File: src/rtl/tdm_demux1to4_sync.sv
// rtl/tdm_demux1to4_sync.sv - 1:4 TDM receive demux with frame-sync lock (optional TDM_DEMUX_ERR_EN)
// TDM_DEMUX_ERR_EN adds sync_err_cnt, a saturating count of LOCKED->HUNT drops.
module tdm_demux1to4_sync #(
    parameter int WIDTH    = 8,
    parameter int LOCK_CNT = 2
) (
    input  logic             clk,
    input  logic             rst,
    input  logic [WIDTH-1:0] din,
    input  logic             din_valid,
    input  logic             frame_sync,
    output logic [WIDTH-1:0] y0,
    output logic [WIDTH-1:0] y1,
    output logic [WIDTH-1:0] y2,
    output logic [WIDTH-1:0] y3,
    output logic [3:0]       y_valid,
    output logic             frame_done,
    output logic             locked,
`ifdef TDM_DEMUX_ERR_EN
    output logic [7:0]       sync_err_cnt,
`endif
    output logic [1:0]       slot
);

    localparam int CW = (LOCK_CNT < 2) ? 1 : $clog2(LOCK_CNT + 1);

    localparam logic [1:0] HUNT   = 2'd0;
    localparam logic [1:0] VERIFY = 2'd1;
    localparam logic [1:0] LOCKED = 2'd2;

    logic [1:0]    state;
    logic [CW-1:0] good_cnt;
    logic [CW:0]   cnt_inc;
    logic          lock_now;
    logic          mismatch;

    // A sync marker is expected exactly on slot 0; anything else breaks the frame.
    always_comb begin
        cnt_inc  = {1'b0, good_cnt} + {{CW{1'b0}}, 1'b1};
        lock_now = (cnt_inc == (CW + 1)'(LOCK_CNT));
        mismatch = frame_sync != (slot == 2'd0);
    end

    always_ff @(posedge clk) begin
        if (rst) begin
            y0         <= '0;
            y1         <= '0;
            y2         <= '0;
            y3         <= '0;
            y_valid    <= '0;
            frame_done <= 1'b0;
            locked     <= 1'b0;
            slot       <= 2'd0;
            state      <= HUNT;
            good_cnt   <= '0;
`ifdef TDM_DEMUX_ERR_EN
            sync_err_cnt <= 8'd0;
`endif
        end else begin
            y_valid    <= '0;
            frame_done <= 1'b0;
            if (din_valid) begin
                case (state)
                    HUNT: begin
                        if (frame_sync) begin
                            good_cnt <= CW'(1);
                            slot     <= 2'd1;
                            if (LOCK_CNT == 1) begin
                                state   <= LOCKED;
                                locked  <= 1'b1;
                                y0      <= din;
                                y_valid <= 4'b0001;
                            end else begin
                                state <= VERIFY;
                            end
                        end
                    end
                    VERIFY: begin
                        if (mismatch) begin
                            state    <= HUNT;
                            good_cnt <= '0;
                            slot     <= 2'd0;
                        end else begin
                            slot <= slot + 2'd1;
                            if (slot == 2'd0) begin
                                good_cnt <= cnt_inc[CW-1:0];
                                // The sync word that completes the lock is delivered as slot 0.
                                if (lock_now) begin
                                    state   <= LOCKED;
                                    locked  <= 1'b1;
                                    y0      <= din;
                                    y_valid <= 4'b0001;
                                end
                            end
                        end
                    end
                    LOCKED: begin
                        if (mismatch) begin
                            state    <= HUNT;
                            locked   <= 1'b0;
                            good_cnt <= '0;
                            slot     <= 2'd0;
`ifdef TDM_DEMUX_ERR_EN
                            if (sync_err_cnt != 8'hFF)
                                sync_err_cnt <= sync_err_cnt + 8'd1;
`endif
                        end else begin
                            case (slot)
                                2'd0:    y0 <= din;
                                2'd1:    y1 <= din;
                                2'd2:    y2 <= din;
                                default: y3 <= din;
                            endcase
                            y_valid    <= 4'b0001 << slot;
                            frame_done <= (slot == 2'd3);
                            slot       <= slot + 2'd1;
                        end
                    end
                    default: begin
                        state    <= HUNT;
                        locked   <= 1'b0;
                        good_cnt <= '0;
                        slot     <= 2'd0;
                    end
                endcase
            end
        end
    end

endmodule
File: config.mk
export PLATFORM = sky130hd
export DESIGN_NAME = tdm_demux1to4_sync
export DESIGN_NICKNAME = d
export VERILOG_FILES = /design/src/rtl/tdm_demux1to4_sync.sv
export SDC_FILE = /design/constraint.sdc
export NUM_CORES = 1
export LEC_CHECK = 0
export ABC_AREA = 1
export CAP_MARGIN = 20
export CORE_MARGIN = 1.5
export CORE_UTILIZATION = 47
export DETAILED_ROUTE_END_ITERATION = 6
export GPL_TIMING_DRIVEN = 0
export PLACE_DENSITY = 0.85
export SKIP_CTS_REPAIR_TIMING = 1
export SLEW_MARGIN = 20
export SYNTH_ARGS = -nofsm -noshare
export SYNTH_HDL_FRONTEND = slang
export SYNTH_SLANG_ARGS = --single-unit
File: constraint.sdc
create_clock -name clk -period 2.36 [get_ports clk]
set_clock_uncertainty 0.05 [all_clocks]
set_input_delay 0.354 -clock clk [delete_from_list [all_inputs] [get_ports clk]]
set_output_delay 0.354 -clock clk [all_outputs]
set_load 0.1 [all_outputs]
======== Word level (Yosys, flattened, before mapping) ========
Cells that the tools add are included.
cells by class
  $add $sub $neg .......................... 2
  multipliers ............................. 0
  div/mod/pow operators ................... 0
  order comparisons ....................... 0
  eq/ne operators ......................... 16
  shifts and indexed selects .............. 1
  multiplexer cells ....................... 27
  bitwise operators ....................... 5
  reduce and logical (&&, ||, !) cells .... 15
operators with widths
  cell                   number
  $mux W8                5
  $mux W2                8
  $pmux W8 S2            1
  $reduce_and A4 Y1      4
  $ne A2 B2 Y1 const B   7
  $pmux W2 S3            2
  $pmux W4 S2            1
  $mux W1                7
  $reduce_and A7 Y1      1
  $eq A2 B2 Y1 const B   3
  $ne A3 B3 Y1 const B   2
  $reduce_and A6 Y1      1
  $not A1 Y1             5
  $reduce_and A5 Y1      1
  $eq A2 B1 Y1 const B   2
  $logic_not A2 Y1       2
  $mux W4                1
  $pmux W2 S2            1
  $reduce_or A2 Y1       2
  $reduce_or A4 Y1       1
  $shl A1 B2 Y4 const A  1
  $add A2 B1 Y3 const B  1
  $eq A3 B2 Y1 const B   1
  $pmux W1 S3            1
  5 further kinds        5
storage, ports and cells
  register bits after elaboration ......... 44
  latch bits .............................. 0
  RAM bits ................................ 0
  ROM bits ................................ 0
  bits of input ports ..................... 12
  word-level logic and storage cells ...... 76
  memories ................................ 0

======== Logic depth before layout (Yosys ltp) ========
Gate-level depths: netlist (run 1).
  depth in word-level cells ............... 6
  mapped depth ............................ 11
  depth with buffers taken out ............ 11

======== Worst setup path before layout (run 1) ========
No wires, ideal clock.
  path type ............................... register to register
  from .................................... register slot[0]
  to ...................................... register y1[0]
  library setup time ...................... 0.065 ns
  data arrival time ....................... 2.525 ns
  setup slack ............................. -0.280 ns
  cell stages (with the launch flop) ...... 12
  path buffers ............................ 0
  clock period less this slack ............ 2.640 ns
  cell sequence ........................... dfxtp_1 > inv_1 > ha_1 > inv_1 > ha_1 > inv_2 > nand2_1 > inv_2 > nand3_4 > inv_2 > nor2_1 > nor2_1
between the ends
  cells in the longest elaborated chain, start to end .. 4
  elaborated cells on any way between the ends .. 5
  those cells by class .................... eq/ne (2); bitwise (1); reduce/logical (2)
RTL lines
  item                                  line  text
  from (decl)                           22    output logic [1:0] slot
  from (signal assigned)                84    slot <= slot + 2'd1;
  from (signal assigned)                116   slot <= slot + 2'd1;
  $logic_not A2 Y1                      41    mismatch = frame_sync != (slot == 2'd0);
  $ne A1 B1 Y1                          41
  $not A1 Y1 (no source line)           --
  $reduce_and A4 Y1 (no source line) *  --
  to (signal assigned)                  110   2'd1: y1 <= din;
  to (decl)                             13    output logic [WIDTH-1:0] y1,
Mark *: on every way between the ends. The rest lies on a longest branch, timed or not.
A chain may end at the register's enable or synchronous reset.

======== Worst setup path in the final report (run 1) ========
  from .................................... register slot[0]
  to ...................................... output slot[0]
No word-level cell between the ends.

==> results of run 1 <==
## area by class of cell
cell class	count	area share (%)
sequential	44	34.1
multi-input combinational	172	35.0
clock inverter	1	0.290
inverter	28	4.06
clock buffer	7	3.33
timing repair buffer	51	19.7
tap	50	2.42
buffer	5	1.06
## state kept, by name, indices dropped and copies added (netlist names)
register    cells
y2              8
good_cnt        2
y_valid         4
y1              8
y0              8
state           2
frame_done      1
locked          1
slot            2
y3              8
## per-layer routing
metal  global-route usage [%]  vias to the layer above  wire [µm]
met4                     9.18                        0         74
li1                         -                      910          -
met3                     3.55                        7        224
met2                     32.3                       49       1820
met5                        0                        -          0
met1                     25.8                      770       1910
## Yosys cell counts (all sizes together)
cell type / number / area, µm²
a21oi: 15 / 82.6
and3: 2 / 12.5
buf: 5 / 27.5
dfxtp: 44 / 881
ha: 12 / 150
inv: 28 / 105
nand2: 33 / 126
nand3: 15 / 100
nand4: 1 / 6.26
nor2: 66 / 270
nor3: 1 / 5.00
o21ai: 27 / 154
## cell usage in the layout (no fill, tap or decap), types with 6 or more instances in the layout
cell type,synthesis,final
dfxtp_1,44,42
clkdlybuf4s50_1,0,51
inv_1,24,24
nand2_1,32,32
o21ai_0,24,24
a21oi_1,13,13
nand3_1,13,13
clkbuf_8,0,6
ha_1,12,12
nor2_1,63,63
## worst max path at each step
stage                          start  endpoint  slack, ns  cells past startpoint
after floorplan              slot[0]     y1[0]       0.10                     11
after global placement    frame_sync     y2[5]       0.12                     10
after detailed placement  frame_sync     y1[2]       0.09                     10
after CTS                    slot[0]   slot[0]       0.11                      1
after global routing         slot[0]     y2[0]       0.02                     11
final                        slot[0]   slot[0]       0.11                      1
## report_power, final
group / switching (mW) / total (mW) / internal, mW
clock network: 0.240 / 0.478 / 0.238
registers: 0.0254 / 0.804 / 0.778
logic: 0.372 / 0.512 / 0.140
## through the flow
| stage | cells | hold WS, ns | instance area (µm²) |
|---|---|---|---|
| 2_1_floorplan | 249 | 0.366 | 1920 |
| 3_3_place_gp | 350 | 0.412 | 2500 |
| 3_5_place_dp | 350 | 0.424 | 2500 |
| 4_1_cts | 358 | 0.440 | 2590 |
| 5_1_grt | 358 | 0.460 | 2590 |
| 6_report | 358 | 0.436 | 2590 |
## logic make-up after synthesis
group | share of synthesized area (%)
flops | 45.9
buf+inv | 6.91
compound gates | 12.3
simple gates | 27.1
fa+ha+maj | 7.82
==> flow_summary.json, run 1 <==
{
  "status": "complete, no violations",
  "grt_pass1_wl_mm": 6.80,
  "numClockSinks": 44,
  "period_share_pct": 95.3,
  "cp_top_family": "buffers and inverters",
  "antenna_cells": 0,
  "drt_pre_antenna_iters": 4,
  "cp_data_required_time_ns": 1.96,
  "ant_nets": 0,
  "vias": 1736,
  "fin_ws_ns": 0.111,
  "area.sequential_um2": 883,
  "cts.clk_slew.worst_paths_ns": 0.08,
  "leakagePower_nw": 1.08,
  "cts_root_buffer": "clkbuf_8",
  "worstSkewPairLatency_ns": 0.29,
  "regToRegSetupSlack_ns": 0.20,
  "dpl_worst_slack_ns": 0.0938,
  "worstSetupPathType": "reg2out",
  "synthCells": 249,
  "hold-path-endpoint": "y0[4]",
  "post-dp-hpwl_mm": 3.07,
  "r2r_cells": 11,
  "die_width_um": 66.9,
  "drcViolationCount": 0,
  "drt_iter0_drc": 116,
  "clk_path_buf_depth": 2,
  "syn_area_um2": 1920,
  "die_y_um": 66.9,
  "track_usage_pct": 20.0,
  "fin_crit_ns": 2.25,
  "cts_tree": "built",
  "rsz0062_at_grt": "no",
  "setup_viol": 0,
  "max_freq_mhz": 445,
  "drive_gt1_share_pct": 8.44,
  "cp-start-kind": "flop",
  "ys_seq_area_share_pct": 45.9,
  "max_slew_margin_pct": 33.0,
  "slowest_delay_ns": 1.15,
  "htreeDepth": 2,
  "wl_per_cell_um": 11.2,
  "tns_ns": 0,
  "io_pins": 52,
  "numCtsBuffers": 5,
  "min_from": "y0[4]",
  "min_path_cells": 2,
  "syn_area_per_cell_um2": 7.71,
  "path_max_fanout": 7,
  "coreArea_um2": 3970,
  "worst_pin_slew_ns": 1.00,
  "yosysWarnings": 0,
  "gr-total-overflow": 0,
  "vdd_ir_drop_max_mv": 0.522,
  "worstReg2RegEnd": "good_cnt[1]",
  "final_max_slew_viol_count": 0,
  "hold_violations": 0,
  "totalPowerFinal_mw": 1.79,
  "drv_cap": 0,
  "rows": 23,
  "avgViaCountPerCell": 4.85,
  "synth-seq-cells": 44,
  "fillCellCount": 329,
  "arrival_ns": 1.84,
  "multiInputGateArea_um2": 907,
  "io_buffers": 51,
  "nets": 331,
  "synthDistinctLibCells": 21,
  "routed_wl_mm": 4.03,
  "antenna_found_initial": 0,
  "mappedNetlistNets": 273,
  "cp_num_buf_inv": 1,
  "die_area_um2": 4480,
  "p_per_area_nw_per_um2": 692,
  "grt_max_degree": 14,
  "areaGrowthSynthToFinish_pct": 34.9,
  "endpoint_kind": "primary output",
  "initial_core_util_pct": 48.4,
  "slowest_stage": "clkdlybuf4s50_1",
  "grt_pass1_vias": 1553,
  "place_congestion": 0.899,
  "rr_startpoint": "slot[0]",
  "crit_chain": "clkdlybuf4s50_1",
  "fin_util_pct": 65.2,
  "hold_path_class": "reg2reg"
}
No activity file was read; power rests on OpenSTA's default activity.
==> run 2: changes to the inputs <==
Settings changed: CORE_UTILIZATION 47 to 55, DONT_BUFFER_PORTS set to 1, PLACE_DENSITY 0.85 to 0.77.
==> run 2 against run 1 <==
Net effect:
- sequential share of layout area increased by 8.0 points
- non-clock buffer count fell by 49
- first-iteration DRC count shrank 26%
- global-route usage grew 0.99 points
- core utilization down 2.0 points
- die area is 14% lower
- combinational power is 51% lower
- setup slack improved by 0.054 ns
==> flow_summary.json, run 2 (synthesis gave the netlist of run 1 again) <==
{
  "post-dp-hpwl_mm": 2.83,
  "period_share_pct": 93.0,
  "ant_nets": 0,
  "initial_core_util_pct": 57.6,
  "layout_commonest_cell": "nor2_1",
  "whs_ns": 0.0877,
  "cts_root_buffer": "clkbuf_4",
  "final_cell_mix": "nor2_1, dfxtp_1, nand2_1",
  "leakagePower_nw": 0.912,
  "rsz0062_at_grt": "no",
  "vias": 1532,
  "clk_path_buf_depth": 2,
  "vdd_ir_drop_max_mv": 0.651,
  "setup_viol": 0,
  "status": "complete, no violations",
  "place_congestion": 0.845,
  "slowest_stage": "dfxtp_4",
  "cp_num_buf_inv": 4,
  "numClockSinks": 44,
  "max_freq_mhz": 456,
  "dpl_worst_slack_ns": -0.204,
  "fillCellCount": 316,
  "avgViaCountPerCell": 5.02,
  "area.sequential_um2": 888,
  "hold_violations": 0,
  "areaGrowthSynthToFinish_pct": 9.77,
  "endpoint_kind": "flop",
  "cp_data_required_time_ns": 2.62,
  "place_inst": 295,
  "final_max_slew_viol_count": 0,
  "worst_pin_slew_ns": 1.01,
  "grt_pass1_wl_mm": 5.93,
  "routed_wl_mm": 3.81,
  "grt_max_degree": 15,
  "die_area_um2": 3860,
  "cp_top_family": "flip-flops",
  "drt_iter0_drc": 86,
  "wl_per_cell_um": 12.5,
  "hold_path_class": "in2reg",
  "numCtsBuffers": 5,
  "cp-start-kind": "flop",
  "p_per_area_nw_per_um2": 829,
  "clockPowerShare_pct": 28.7,
  "worstSetupPathType": "reg2reg",
  "final_area_um2": 2110,
  "drt_pre_antenna_iters": 4,
  "power.switching_mw": 0.629,
  "die_width_um": 62.1,
  "comb_power_share_pct": 14.3,
  "track_usage_pct": 21.0,
  "met1_length_mm": 1.77,
  "wl_met3_um": 305,
  "cts.clk_slew.worst_paths_ns": 0.13,
  "io_buffers": 0,
  "nets": 282,
  "gr-total-overflow": 0,
  "drcViolationCount": 0,
  "p_seq_share_pct": 57.0,
  "p_sw_share_pct": 36.0,
  "io_pins": 52,
  "fin_crit_ns": 2.20,
  "coreArea_um2": 3340,
  "dpl-instance-area_um2": 1980,
  "layout.cells.non_filler": 305,
  "grt_pass1_vias": 1320,
  "die_y_um": 62.1,
  "crit_chain": "inv_2 > ha_2 > inv_1 > ha_2 > inv_2 > nand2_1 > o21ai_4 > inv_1 > nor2_4 > nor2_1 > nor2_1",
  "path_max_fanout": 9,
  "internal_power_mw": 1.12,
  "highest_layer": "met4",
  "fin_util_pct": 63.2,
  "rows": 21,
  "arrival_ns": 2.45,
  "cts_tree": "built",
  "max_slew_margin_pct": 32.4,
  "drive_gt1_share_pct": 12.7,
  "htreeDepth": 2,
  "multiInputGateArea_um2": 915,
  "antenna_cells": 0,
  "slowest_delay_ns": 0.59,
  "drv_cap": 0,
  "worstSkewPairLatency_ns": 0.36,
  "fin_ws_ns": 0.165,
  "antenna_found_initial": 0,
  "wl_met2_mm": 1.70
}
run 2: layout make-up:
type	instances	share of cell area [%]
multi-input combinational	172	43.4
sequential	44	42.1
inverter	28	5.34
tap	46	2.73
clock buffer	6	2.43
clock inverter	2	1.84
buffer	5	1.31
timing repair buffer	2	0.831
run 2: final timing paths:
check | from | to | slack, ns | cells past startpoint
max | slot[1] | y0[5] | 0.16 | 11
min | din[2] | y2[2] | 0.09 | 2
max reg2reg | slot[1] | y0[5] | 0.16 | 11
min reg2reg | good_cnt[0] | good_cnt[0] | 0.48 | 2
run 2: worst register-to-register path, cell delays in order (launching register included):
cell,delay (ns)
dfxtp_4,0.59
inv_2,0.08
ha_2,0.21
inv_1,0.08
ha_2,0.31
inv_2,0.10
nand2_1,0.09
o21ai_4,0.12
inv_1,0.12
nor2_4,0.21
nor2_1,0.06
nor2_1,0.13
run 2: layer usage:
metal  vias up  track usage [%]
met5         -                0
met2        48             31.0
li1        805                -
met1       674             28.2
met3         5             8.90
met4         0             5.47
run 2: power by group through the flow:
stage | combinational (mW) | sequential (mW) | clock (mW)
after CTS | 0.243 | 0.998 | 0.508
final | 0.250 | 0.997 | 0.502
after global placement | 0.235 | 1.01 | 0
after floorplan | 0.200 | 1.01 | 0
after global routing | 0.294 | 1.00 | 0.542
after detailed placement | 0.242 | 1.01 | 0
run 2: metrics by stage:
stage / TNS, ns / power, mW
after floorplan: 0 / 1.21
after global placement: -2.66 / 1.25
after detailed placement: -4.04 / 1.26
after CTS: -4.73 / 1.75
after global routing: 0 / 1.84
final: 0 / 1.75
==> run 3: changes to the inputs <==
Clock period 2.36 ns to 2.2 ns, I/O delays scaled along.
==> run 3 against run 2 <==
Net effect:
- design area up 1.3%
- register-to-register slack hardly changed
- flip-flop and latch count did not move
- setup slack worse by 0.0073 ns
- worst hold slack worse by 0.024 ns
- count of clock-buffer cells in the layout is 1 higher
- maximum frequency grew 7.5%
- clock power is essentially flat
- sequential power is 7% higher
- core utilization grew 0.82 points
- cell count grew 0.98%
- via count grew 0.20%
- highest routed layer unchanged
==> flow_summary.json, run 3 (synthesis gave the netlist of run 1 again) <==
{
  "endpoint_kind": "flop",
  "initial_core_util_pct": 57.6,
  "io_buffers": 0,
  "gr-total-overflow": 0,
  "totalPowerFinal_mw": 1.86,
  "place_inst": 295,
  "track_usage_pct": 21.1,
  "fin_crit_ns": 2.04,
  "slowest_delay_ns": 0.49,
  "path_max_fanout": 6,
  "drv_cap": 0,
  "cts_tree": "built",
  "antenna_cells": 0,
  "ant_nets": 0,
  "p_per_area_nw_per_um2": 870,
  "max_slew_margin_pct": 32.7,
  "die_y_um": 62.1,
  "coreArea_um2": 3340,
  "io_pins": 52,
  "grt_pass1_wl_mm": 5.92,
  "period_share_pct": 92.8,
  "leakagePower_nw": 0.923,
  "cp_top_family": "adder cells",
  "cp_data_required_time_ns": 2.42,
  "slowest_stage": "dfxtp_4",
  "hold_path_class": "in2reg",
  "grt_max_degree": 15,
  "fin_util_pct": 64.0,
  "dpl-instance-area_um2": 1990,
  "vdd_ir_drop_max_mv": 0.663,
  "post-dp-hpwl_mm": 2.79,
  "final_area_um2": 2140,
  "layout_commonest_cell": "nor2_1",
  "final_max_slew_viol_count": 0,
  "avgViaCountPerCell": 4.98,
  "arrival_ns": 2.26,
  "numCtsBuffers": 5,
  "drt_iter0_drc": 85,
  "worstSkewPairLatency_ns": 0.36,
  "place_congestion": 0.892,
  "layout.cells.non_filler": 308,
  "die_area_um2": 3860,
  "rows": 21,
  "htreeDepth": 2,
  "rsz0062_at_grt": "no",
  "drcViolationCount": 0,
  "routed_wl_mm": 3.87,
  "worstSetupPathType": "reg2reg",
  "crit_chain": "inv_2 > ha_2 > inv_2 > ha_4 > inv_2 > nand2_2 > inv_4 > buf_4 > nor2_1 > nand3_1 > nand2_1 > nor2_1",
  "wl_per_cell_um": 12.6,
  "worst_pin_slew_ns": 1.01,
  "nets": 285,
  "areaGrowthSynthToFinish_pct": 11.2,
  "drive_gt1_share_pct": 14.5,
  "antenna_found_initial": 0,
  "numClockSinks": 44,
  "cp_num_buf_inv": 5,
  "max_freq_mhz": 490,
  "setup_viol": 0,
  "cts_root_buffer": "clkbuf_4",
  "cp_common_cell": "inv_2",
  "die_width_um": 62.1,
  "drt_pre_antenna_iters": 5,
  "cts.clk_slew.worst_paths_ns": 0.14,
  "hold_violations": 0,
  "cp-start-kind": "flop",
  "clk_path_buf_depth": 2,
  "status": "complete, no violations",
  "grt_pass1_vias": 1305,
  "vias": 1535,
  "final_cell_mix": "nor2_1, dfxtp_1, nand2_1"
}
[run 3: power breakdown]
part / total, mW / switching (mW) / internal [mW]
Sequential: 1.07 / 0.235 / 0.834
Clock: 0.503 / 0.276 / 0.227
Combinational: 0.285 / 0.179 / 0.106
[run 3: final timing paths]
kind,slack [ns],start,depth (start not counted),to
setup / recovery,0.16,slot[1],12,locked
hold / removal,0.06,din[4],2,y2[4]
setup reg to reg,0.16,slot[1],12,locked
hold reg to reg,0.48,good_cnt[0],2,good_cnt[0]
[run 3: final cells by class]
type | count | area (µm²)
Clock buffer | 7 | 76.3
Tap cell | 46 | 57.6
Inverter | 28 | 113
Timing Repair Buffer | 5 | 40.0
Clock inverter | 1 | 8.76
Fill cell | 301 | 1200
Multi-Input combinational cell | 172 | 925
Sequential cell | 44 | 888
Buffer | 5 | 27.5
[run 3: through the flow]
step	setup WS [ns]	TNS, ns	hold WS [ns]
global route	0.0289	0	0.0515
detailed placement	-0.145	-2.34	0.342
global placement	-0.112	-1.71	0.342
floorplan	0.126	0	0.339
CTS	-0.163	-2.79	-0.0616
finish	0.157	0	0.0640
[run 3: layer usage]
layer	part of all wire, %	routed length, µm	vias to the layer above	track usage, %
met5	0	0	-	0
met4	1.1	42	0	8.21
met3	8.0	308	4	7.87
met2	45	1730	48	29.0
met1	46	1790	675	29.7
li1	-	-	808	-
[run 3: worst register-to-register path: stages (launching register included)]
cell and delay [ns]:
dfxtp_4 0.49, inv_2 0.10, ha_2 0.22, inv_2 0.07, ha_4 0.30, inv_2 0.06, nand2_2 0.11, inv_4 0.08
buf_4 0.14, nor2_1 0.12, nand3_1 0.09, nand2_1 0.07, nor2_1 0.04
